$ cat src/rtl/triumph_pkg.sv
// triumph_pkg: shared state encoding, load-size codes and timeout default for the WB stage
package triumph_pkg;
    typedef enum logic [1:0] {
        S_IDLE      = 2'd0,
        S_WAIT_LOAD = 2'd1,
        S_COMMIT    = 2'd2
    } wb_state_e;
    localparam logic [1:0] LS_BYTE = 2'b00;
    localparam logic [1:0] LS_HALF = 2'b01;
    localparam logic [1:0] LS_WORD = 2'b10;
    localparam int TIMEOUT_DEFAULT = 255;
    function automatic logic load_misaligned(input logic [1:0] size, input logic [1:0] off);
        return size == LS_BYTE ? 1'b0 : size == LS_HALF ? off[0] : off != 2'b00;
    endfunction
endpackage

$ cat src/rtl/triumph_wb_stage_if.sv
// triumph_wb_if: EX offer, LSU response and register-file write bundle of the WB stage
interface triumph_wb_if;
    logic        ex_valid_i;
    logic        ex_ready_o;
    logic [4:0]  ex_rd_addr_i;
    logic [31:0] ex_result_i;
    logic        ex_is_load_i;
    logic [1:0]  ex_load_size_i;
    logic        ex_load_unsigned_i;
    logic [1:0]  ex_addr_lsb_i;
    logic        lsu_rvalid_i;
    logic [31:0] lsu_rdata_i;
    logic        data_valid_wb_o;
    logic [4:0]  rd_addr_wb_o;
    logic [31:0] rd_data_wb_o;
    logic        load_err_o;
    modport slave (
        input  ex_valid_i, ex_rd_addr_i, ex_result_i, ex_is_load_i, ex_load_size_i,
               ex_load_unsigned_i, ex_addr_lsb_i, lsu_rvalid_i, lsu_rdata_i,
        output ex_ready_o, data_valid_wb_o, rd_addr_wb_o, rd_data_wb_o, load_err_o
    );
    modport master (
        output ex_valid_i, ex_rd_addr_i, ex_result_i, ex_is_load_i, ex_load_size_i,
               ex_load_unsigned_i, ex_addr_lsb_i, lsu_rvalid_i, lsu_rdata_i,
        input  ex_ready_o, data_valid_wb_o, rd_addr_wb_o, rd_data_wb_o, load_err_o
    );
endinterface

$ cat src/rtl/triumph_load_align.sv
// triumph_load_align: selects the byte/half at the load offset and sign- or zero-extends it
module triumph_load_align
    import triumph_pkg::*;
(
    input  logic [31:0] rdata_i,
    input  logic [1:0]  size_i,
    input  logic        unsigned_i,
    input  logic [1:0]  offset_i,
    output logic [31:0] data_o
);
    logic [7:0]  b;
    logic [15:0] h;
    always_comb begin
        b = 8'(rdata_i >> {offset_i, 3'b000});
        h = offset_i[1] ? rdata_i[31:16] : rdata_i[15:0];
        data_o = size_i == LS_BYTE ? {{24{b[7] & ~unsigned_i}}, b}
               : size_i == LS_HALF ? {{16{h[15] & ~unsigned_i}}, h}
               : rdata_i;
    end
endmodule

$ cat src/rtl/triumph_wb_stage.sv
// triumph_wb_stage: write-back stage retiring ALU results and aligned loads to the register file
// Optional EX bypass outputs (fwd_*) exist only when TRIUMPH_WB_FWD_EN is defined.
module triumph_wb_stage
    import triumph_pkg::*;
#(
    parameter int TIMEOUT_CYCLES = TIMEOUT_DEFAULT
) (
    input  logic        clk_i,
    input  logic        rst_i,
    triumph_wb_if.slave wb
`ifdef TRIUMPH_WB_FWD_EN
    ,
    output logic        fwd_valid_o,
    output logic [4:0]  fwd_addr_o,
    output logic [31:0] fwd_data_o
`endif
);
    localparam int CW = $clog2(TIMEOUT_CYCLES + 1);
    wb_state_e   state_q, state_d;
    logic [CW-1:0] cnt_q;
    logic [4:0]  ld_rd_q;
    logic [1:0]  ld_size_q, ld_off_q;
    logic        ld_uns_q;
    logic [4:0]  wb_addr_q;
    logic [31:0] wb_data_q;
    logic        err_q;
    logic        transfer, misaligned, timeout;
    logic [31:0] ld_data;

    assign transfer   = wb.ex_valid_i & wb.ex_ready_o;
    assign misaligned = load_misaligned(wb.ex_load_size_i, wb.ex_addr_lsb_i);
    assign timeout    = 32'(cnt_q) == TIMEOUT_CYCLES - 1;

    triumph_load_align u_align (
        .rdata_i   (wb.lsu_rdata_i),
        .size_i    (ld_size_q),
        .unsigned_i(ld_uns_q),
        .offset_i  (ld_off_q),
        .data_o    (ld_data)
    );

    always_ff @(posedge clk_i or posedge rst_i)
        if (rst_i) state_q <= S_IDLE;
        else       state_q <= state_d;

    always_comb begin
        state_d = S_IDLE;
        if (transfer)
            state_d = !wb.ex_is_load_i ? S_COMMIT : misaligned ? S_IDLE : S_WAIT_LOAD;
        else if (state_q == S_WAIT_LOAD)
            state_d = wb.lsu_rvalid_i ? S_COMMIT : timeout ? S_IDLE : S_WAIT_LOAD;
    end

    always_comb begin
        wb.ex_ready_o      = ~rst_i & (state_q != S_WAIT_LOAD);
        wb.data_valid_wb_o = state_q == S_COMMIT && wb_addr_q != 5'd0;
        wb.rd_addr_wb_o    = wb_addr_q;
        wb.rd_data_wb_o    = wb_data_q;
        wb.load_err_o      = err_q;
`ifdef TRIUMPH_WB_FWD_EN
        fwd_valid_o        = wb.data_valid_wb_o;
        fwd_addr_o         = wb_addr_q;
        fwd_data_o         = wb_data_q;
`endif
    end

    // Write port registers only change on a new retirement, so they hold while valid is high
    always_ff @(posedge clk_i or posedge rst_i)
        if (rst_i) begin
            cnt_q     <= '0;
            ld_rd_q   <= '0;
            ld_size_q <= '0;
            ld_off_q  <= '0;
            ld_uns_q  <= 1'b0;
            wb_addr_q <= '0;
            wb_data_q <= '0;
            err_q     <= 1'b0;
        end else begin
            err_q <= 1'b0;
            if (transfer) begin
                cnt_q <= '0;
                if (!wb.ex_is_load_i) begin
                    wb_addr_q <= wb.ex_rd_addr_i;
                    wb_data_q <= wb.ex_result_i;
                end else begin
                    ld_rd_q   <= wb.ex_rd_addr_i;
                    ld_size_q <= wb.ex_load_size_i;
                    ld_off_q  <= wb.ex_addr_lsb_i;
                    ld_uns_q  <= wb.ex_load_unsigned_i;
                    err_q     <= misaligned;
                end
            end else if (state_q == S_WAIT_LOAD) begin
                if (wb.lsu_rvalid_i) begin
                    wb_addr_q <= ld_rd_q;
                    wb_data_q <= ld_data;
                end else begin
                    cnt_q <= cnt_q + 1'b1;
                    err_q <= timeout;
                end
            end
        end
endmodule
$ cat src/flat_wrapper.sv
// flat-port wrapper written by rule: the top's interface ports become plain ports
module triumph_wb_stage_flat import triumph_pkg::*;
#(
    parameter int TIMEOUT_CYCLES = TIMEOUT_DEFAULT
)
  (clk_i, rst_i, wb_ex_valid_i, wb_ex_rd_addr_i, wb_ex_result_i, wb_ex_is_load_i, wb_ex_load_size_i, wb_ex_load_unsigned_i, wb_ex_addr_lsb_i, wb_lsu_rvalid_i, wb_lsu_rdata_i, wb_ex_ready_o, wb_data_valid_wb_o, wb_rd_addr_wb_o, wb_rd_data_wb_o, wb_load_err_o);
  triumph_wb_if wb_i ();
  input  logic clk_i;
  input  logic rst_i;
  input wire logic [$bits(wb_i.ex_valid_i)-1:0] wb_ex_valid_i;
  input wire logic [$bits(wb_i.ex_rd_addr_i)-1:0] wb_ex_rd_addr_i;
  input wire logic [$bits(wb_i.ex_result_i)-1:0] wb_ex_result_i;
  input wire logic [$bits(wb_i.ex_is_load_i)-1:0] wb_ex_is_load_i;
  input wire logic [$bits(wb_i.ex_load_size_i)-1:0] wb_ex_load_size_i;
  input wire logic [$bits(wb_i.ex_load_unsigned_i)-1:0] wb_ex_load_unsigned_i;
  input wire logic [$bits(wb_i.ex_addr_lsb_i)-1:0] wb_ex_addr_lsb_i;
  input wire logic [$bits(wb_i.lsu_rvalid_i)-1:0] wb_lsu_rvalid_i;
  input wire logic [$bits(wb_i.lsu_rdata_i)-1:0] wb_lsu_rdata_i;
  output wire logic [$bits(wb_i.ex_ready_o)-1:0] wb_ex_ready_o;
  output wire logic [$bits(wb_i.data_valid_wb_o)-1:0] wb_data_valid_wb_o;
  output wire logic [$bits(wb_i.rd_addr_wb_o)-1:0] wb_rd_addr_wb_o;
  output wire logic [$bits(wb_i.rd_data_wb_o)-1:0] wb_rd_data_wb_o;
  output wire logic [$bits(wb_i.load_err_o)-1:0] wb_load_err_o;
  assign wb_i.ex_valid_i = wb_ex_valid_i;
  assign wb_i.ex_rd_addr_i = wb_ex_rd_addr_i;
  assign wb_i.ex_result_i = wb_ex_result_i;
  assign wb_i.ex_is_load_i = wb_ex_is_load_i;
  assign wb_i.ex_load_size_i = wb_ex_load_size_i;
  assign wb_i.ex_load_unsigned_i = wb_ex_load_unsigned_i;
  assign wb_i.ex_addr_lsb_i = wb_ex_addr_lsb_i;
  assign wb_i.lsu_rvalid_i = wb_lsu_rvalid_i;
  assign wb_i.lsu_rdata_i = wb_lsu_rdata_i;
  assign wb_ex_ready_o = wb_i.ex_ready_o;
  assign wb_data_valid_wb_o = wb_i.data_valid_wb_o;
  assign wb_rd_addr_wb_o = wb_i.rd_addr_wb_o;
  assign wb_rd_data_wb_o = wb_i.rd_data_wb_o;
  assign wb_load_err_o = wb_i.load_err_o;
  triumph_wb_stage #(.TIMEOUT_CYCLES(TIMEOUT_CYCLES)) u_core (.clk_i(clk_i), .rst_i(rst_i), .wb(wb_i));
endmodule
$ cat config.mk
export PLATFORM = sky130hd
export DESIGN_NAME = triumph_wb_stage_flat
export DESIGN_NICKNAME = d
export VERILOG_FILES = /design/src/rtl/triumph_pkg.sv /design/src/rtl/triumph_wb_stage_if.sv /design/src/rtl/triumph_load_align.sv /design/src/rtl/triumph_wb_stage.sv /design/src/flat_wrapper.sv
export SDC_FILE = /design/constraint.sdc
export NUM_CORES = 1
export LEC_CHECK = 0
export CORE_MARGIN = 2
export CORE_UTILIZATION = 35
export DETAILED_ROUTE_END_ITERATION = 8
export PLACE_DENSITY = 0.66
export SLEW_MARGIN = 30
export SYNTH_ARGS = -nofsm -noshare
export SYNTH_HDL_FRONTEND = slang
export SYNTH_SLANG_ARGS = --single-unit
$ cat constraint.sdc
create_clock -name clk_i -period 3.9 [get_ports clk_i]
set_input_delay 0.585 -clock clk_i [delete_from_list [all_inputs] [get_ports clk_i]]
set_output_delay 0.585 -clock clk_i [all_outputs]
set_load 0.1 [all_outputs]
==> impl_metrics.yaml <==
setup_path:
  r2r_end: "u_core.ld_off_q[1]"
  cpPeakStageDelay_ns: 0.96
  cp_max_fo: 3
  required_ns: 3.31
  r2r_cells: 5
  start_kind: "flip-flop"
  crit_arrival_ns: 2.41
  r2r_start: "u_core.state_q[0]"
  critPathKind: "flip-flop to primary output"
  critPathLaunch: "u_core.wb.rd_addr_wb_o[3]"
  rrSetupSlack_ns: 1.66
  endpoint_kind: "primary output"
  cpMaxStageDelayCell: "clkdlybuf4s50_1"
  crit_chain: "or4_1, nor2_1, nor3b_2, clkdlybuf4s50_1"
timing:
  worst_slew_pin_slew_ns: 0.992
  slew_headroom_pct: 33.7
  fmax_mhz: 333
  hold_viol: 0
  hold_slack_ns: 0.482
  slew_viol_final: 0
  timing.final.ws_setup_ns: 0.901
  fin_crit_sh_pct: 76.9
  skew_ns: 0.00662
  fin_setup_tns_ns: 0
  period_needed_ns: 3.00
  finalSetupViolations: 0
  rsz0062_at_grt: "no"
logic_synthesis:
  yosys.area.top_type: "dfrtp_1"
  yosysSeqAreaShare_pct: 46.4
  synth_top_area_share_pct: 46.4
  synth_cell_types: 46
  yosys_warnings: 0
  synth_nets: 422
  synth_edf_count: 0
  synthesis.area_sq_um: 3130
  synth_seq_cells: 58
  synth_cells: 341
  synth_area_per_cell_sq_um: 9.17
  synth_area_leaders: "dfrtp_1, nand2_1, nand4_1"
  async_flop_share_pct: 100
  synth_flop_cell: "dfrtp_1"
grt:
  grt_usage_pct: 20.2
  grt_pass1_wl_mm: 15.4
  first_global_vias: 2997
  grt_max_degree: 44
  grt-ovfl-total: 0
  antenna_found_initial: 0
routing:
  viasPerCell: 5.32
  route.detailed.drc: 0
  drtPass1Iterations: 4
  drt_wl_total_mm: 9.80
  drt_iter0_markers: 206
  routedWlPerCell_microns: 17.4
  drtAntennaViolNets: 0
  num_vias: 2998
clock_network:
  cts_tree: "yes"
  clockBufferDepth: 2
  cts.hold.buffers_added: 0
  clk_pin_slew_ns: 0.07
  clk_latency_ns: 0.34
  cts_setup_buffers: 0
  cts_resized: 0
  h-tree-depth: 3
  clockRootBuffer: "clkbuf_8"
  numCtsBuffers: 9
  cts_num_sinks: 58
floorplan:
  start_util_pct: 36.0
  core-area_sq_um: 8680
  rows: 34
  die_h_microns: 98.5
  die_x_microns: 98.5
  io-pin-count: 119
  die_area_sq_um: 9700
hold_path:
  hold_class: "flip-flop to flip-flop"
  min_path_cells: 2
  whs_endpoint: "u_core.wb.rd_data_wb_o[16]"
  holdCritStartpoint: "u_core.wb.rd_data_wb_o[16]"
placement:
  pre_cts_ws_ns: 1.05
  io_buffers: 118
  hpwl_mm: 7.13
  globalplace.congestion: 0.837
power:
  p_leak_nw: 1.92
  ir_drop_mv: 0.446
  p_per_area_nw_per_um2: 655
cells_and_area:
  drive_gt1_share_pct: 9.65
  final_util_pct: 53.1
  nNetsFinal: 533
  num_antenna_cells: 0
  synthToLayoutAreaGrowth_pct: 47.4
status:
  status: "finished, final reports clean"
job:
  drv_cap: 0
==> how the worst max path moves through the flow <==
stage | to | slack (ns) | cells after the start
after floorplan | wb_data_valid_wb_o | 0.88 | 3
after global placement | u_core.ld_size_q[1] | 1.12 | 6
after detailed placement | u_core.ld_rd_q[3] | 1.05 | 6
after CTS | wb_data_valid_wb_o | 0.89 | 4
after global routing | wb_data_valid_wb_o | 0.81 | 4
final | wb_data_valid_wb_o | 0.90 | 4
==> metrics by stage <==
stage / instances / power (mW) / area (sq um)
after floorplan: 341 / 1.94 / 3130
after global placement: 549 / 2.33 / 4370
after detailed placement: 549 / 2.34 / 4370
after CTS: 564 / 3.04 / 4610
after global routing: 564 / 3.14 / 4610
final: 564 / 3.02 / 4610
==> routing by layer <==
metal	vias up	part of all wire (%)	track usage (%)	routed length, microns
li1	1457	-	-	-
met1	1427	46	26.6	4470
met2	99	46	31.9	4520
met3	15	5.9	5.67	578
met4	0	2.4	7.27	231
met5	-	0	0	0
==> sequential cells by signal (all words and copies together), names as in the netlist <==
register and cells:
u_core.wb.rd_addr_wb_o 5, u_core.cnt_q 8, u_core.wb.rd_data_wb_o 32, u_core.ld_rd_q 5, u_core.ld_size_q 2, u_core.ld_off_q 2
u_core.wb.load_err_o 1, u_core.ld_uns_q 1, u_core.state_q 2
==> critical path, delay by kind of cell, from the launching register on <==
family                 cells  cell delay (ns)
buffers and inverters      1             0.96
and+or+nand+nor            3             0.71
DFF                        1             0.40
==> cell type report <==
type,instances,area (sq um)
Clock inverter,5,103
Tap cell,108,135
Fill cell,792,4070
Clock buffer,10,138
Multi-Input combinational cell,248,1520
Timing Repair Buffer,123,1220
Sequential cell,58,1450
Inverter,12,45.0
==> power by group <==
part / switching [mW] / total (mW) / internal (mW)
registers: 0.114 / 0.849 / 0.735
clock network: 0.251 / 0.688 / 0.437
logic: 1.08 / 1.48 / 0.404
total: 1.44 / 3.02 / 1.58
==> cells in the mapped netlist, types with 2 or more instances <==
| library cell | number |
|---|---|
| ha_1 | 2 |
| o21ai_1 | 2 |
| a22oi_1 | 7 |
| a21oi_1 | 5 |
| inv_1 | 11 |
| or4_1 | 2 |
| a21o_1 | 11 |
| mux2i_1 | 3 |
| clkbuf_1 | 5 |
| xor2_1 | 3 |
| a211oi_1 | 15 |
| nand2_1 | 47 |
| buf_2 | 16 |
| nand3_1 | 20 |
| and3_1 | 2 |
| nor2_1 | 27 |
| xnor2_1 | 2 |
| dfrtp_1 | 58 |
| a31oi_1 | 6 |
| nand2b_1 | 2 |
| nor3b_1 | 2 |
| o22ai_1 | 4 |
| a2111oi_0 | 5 |
| nor2b_1 | 9 |
| buf_4 | 2 |
| o22a_1 | 5 |
| or2_2 | 3 |
| nand4_1 | 20 |
| nor3_1 | 15 |
| o21ai_0 | 4 |
| mux2_2 | 11 |
==> cell families after synthesis <==
logic type                 synth area share (%)
AOI/OAI and AO/OA                          16.7
muxes                                      4.92
and+or+nand+nor                            24.7
xor gates and xnor gates                   1.40
DFF                                        46.4
adders and majority gates                 0.801
buffers and inverters                      5.08
==> layout by cell type, fill, tap and decap left out, types with 6 or more instances in the layout <==
| cell | netlist | routed |
|---|---|---|
| a31oi_1 | 6 | 6 |
| buf_4 | 2 | 6 |
| nor2_1 | 27 | 27 |
| a21o_1 | 11 | 11 |
| clkbuf_8 | 0 | 10 |
| dfrtp_1 | 58 | 58 |
| a22oi_1 | 7 | 7 |
| nand3_1 | 20 | 20 |
| nor2b_1 | 9 | 9 |
| a211oi_1 | 15 | 15 |
| nor3_1 | 15 | 15 |
| nand4_1 | 20 | 20 |
| clkdlybuf4s50_1 | 0 | 117 |
| mux2_2 | 11 | 11 |
| nand2_1 | 47 | 47 |
| inv_1 | 11 | 10 |
Note: power is estimated with default switching activity, not from simulation.
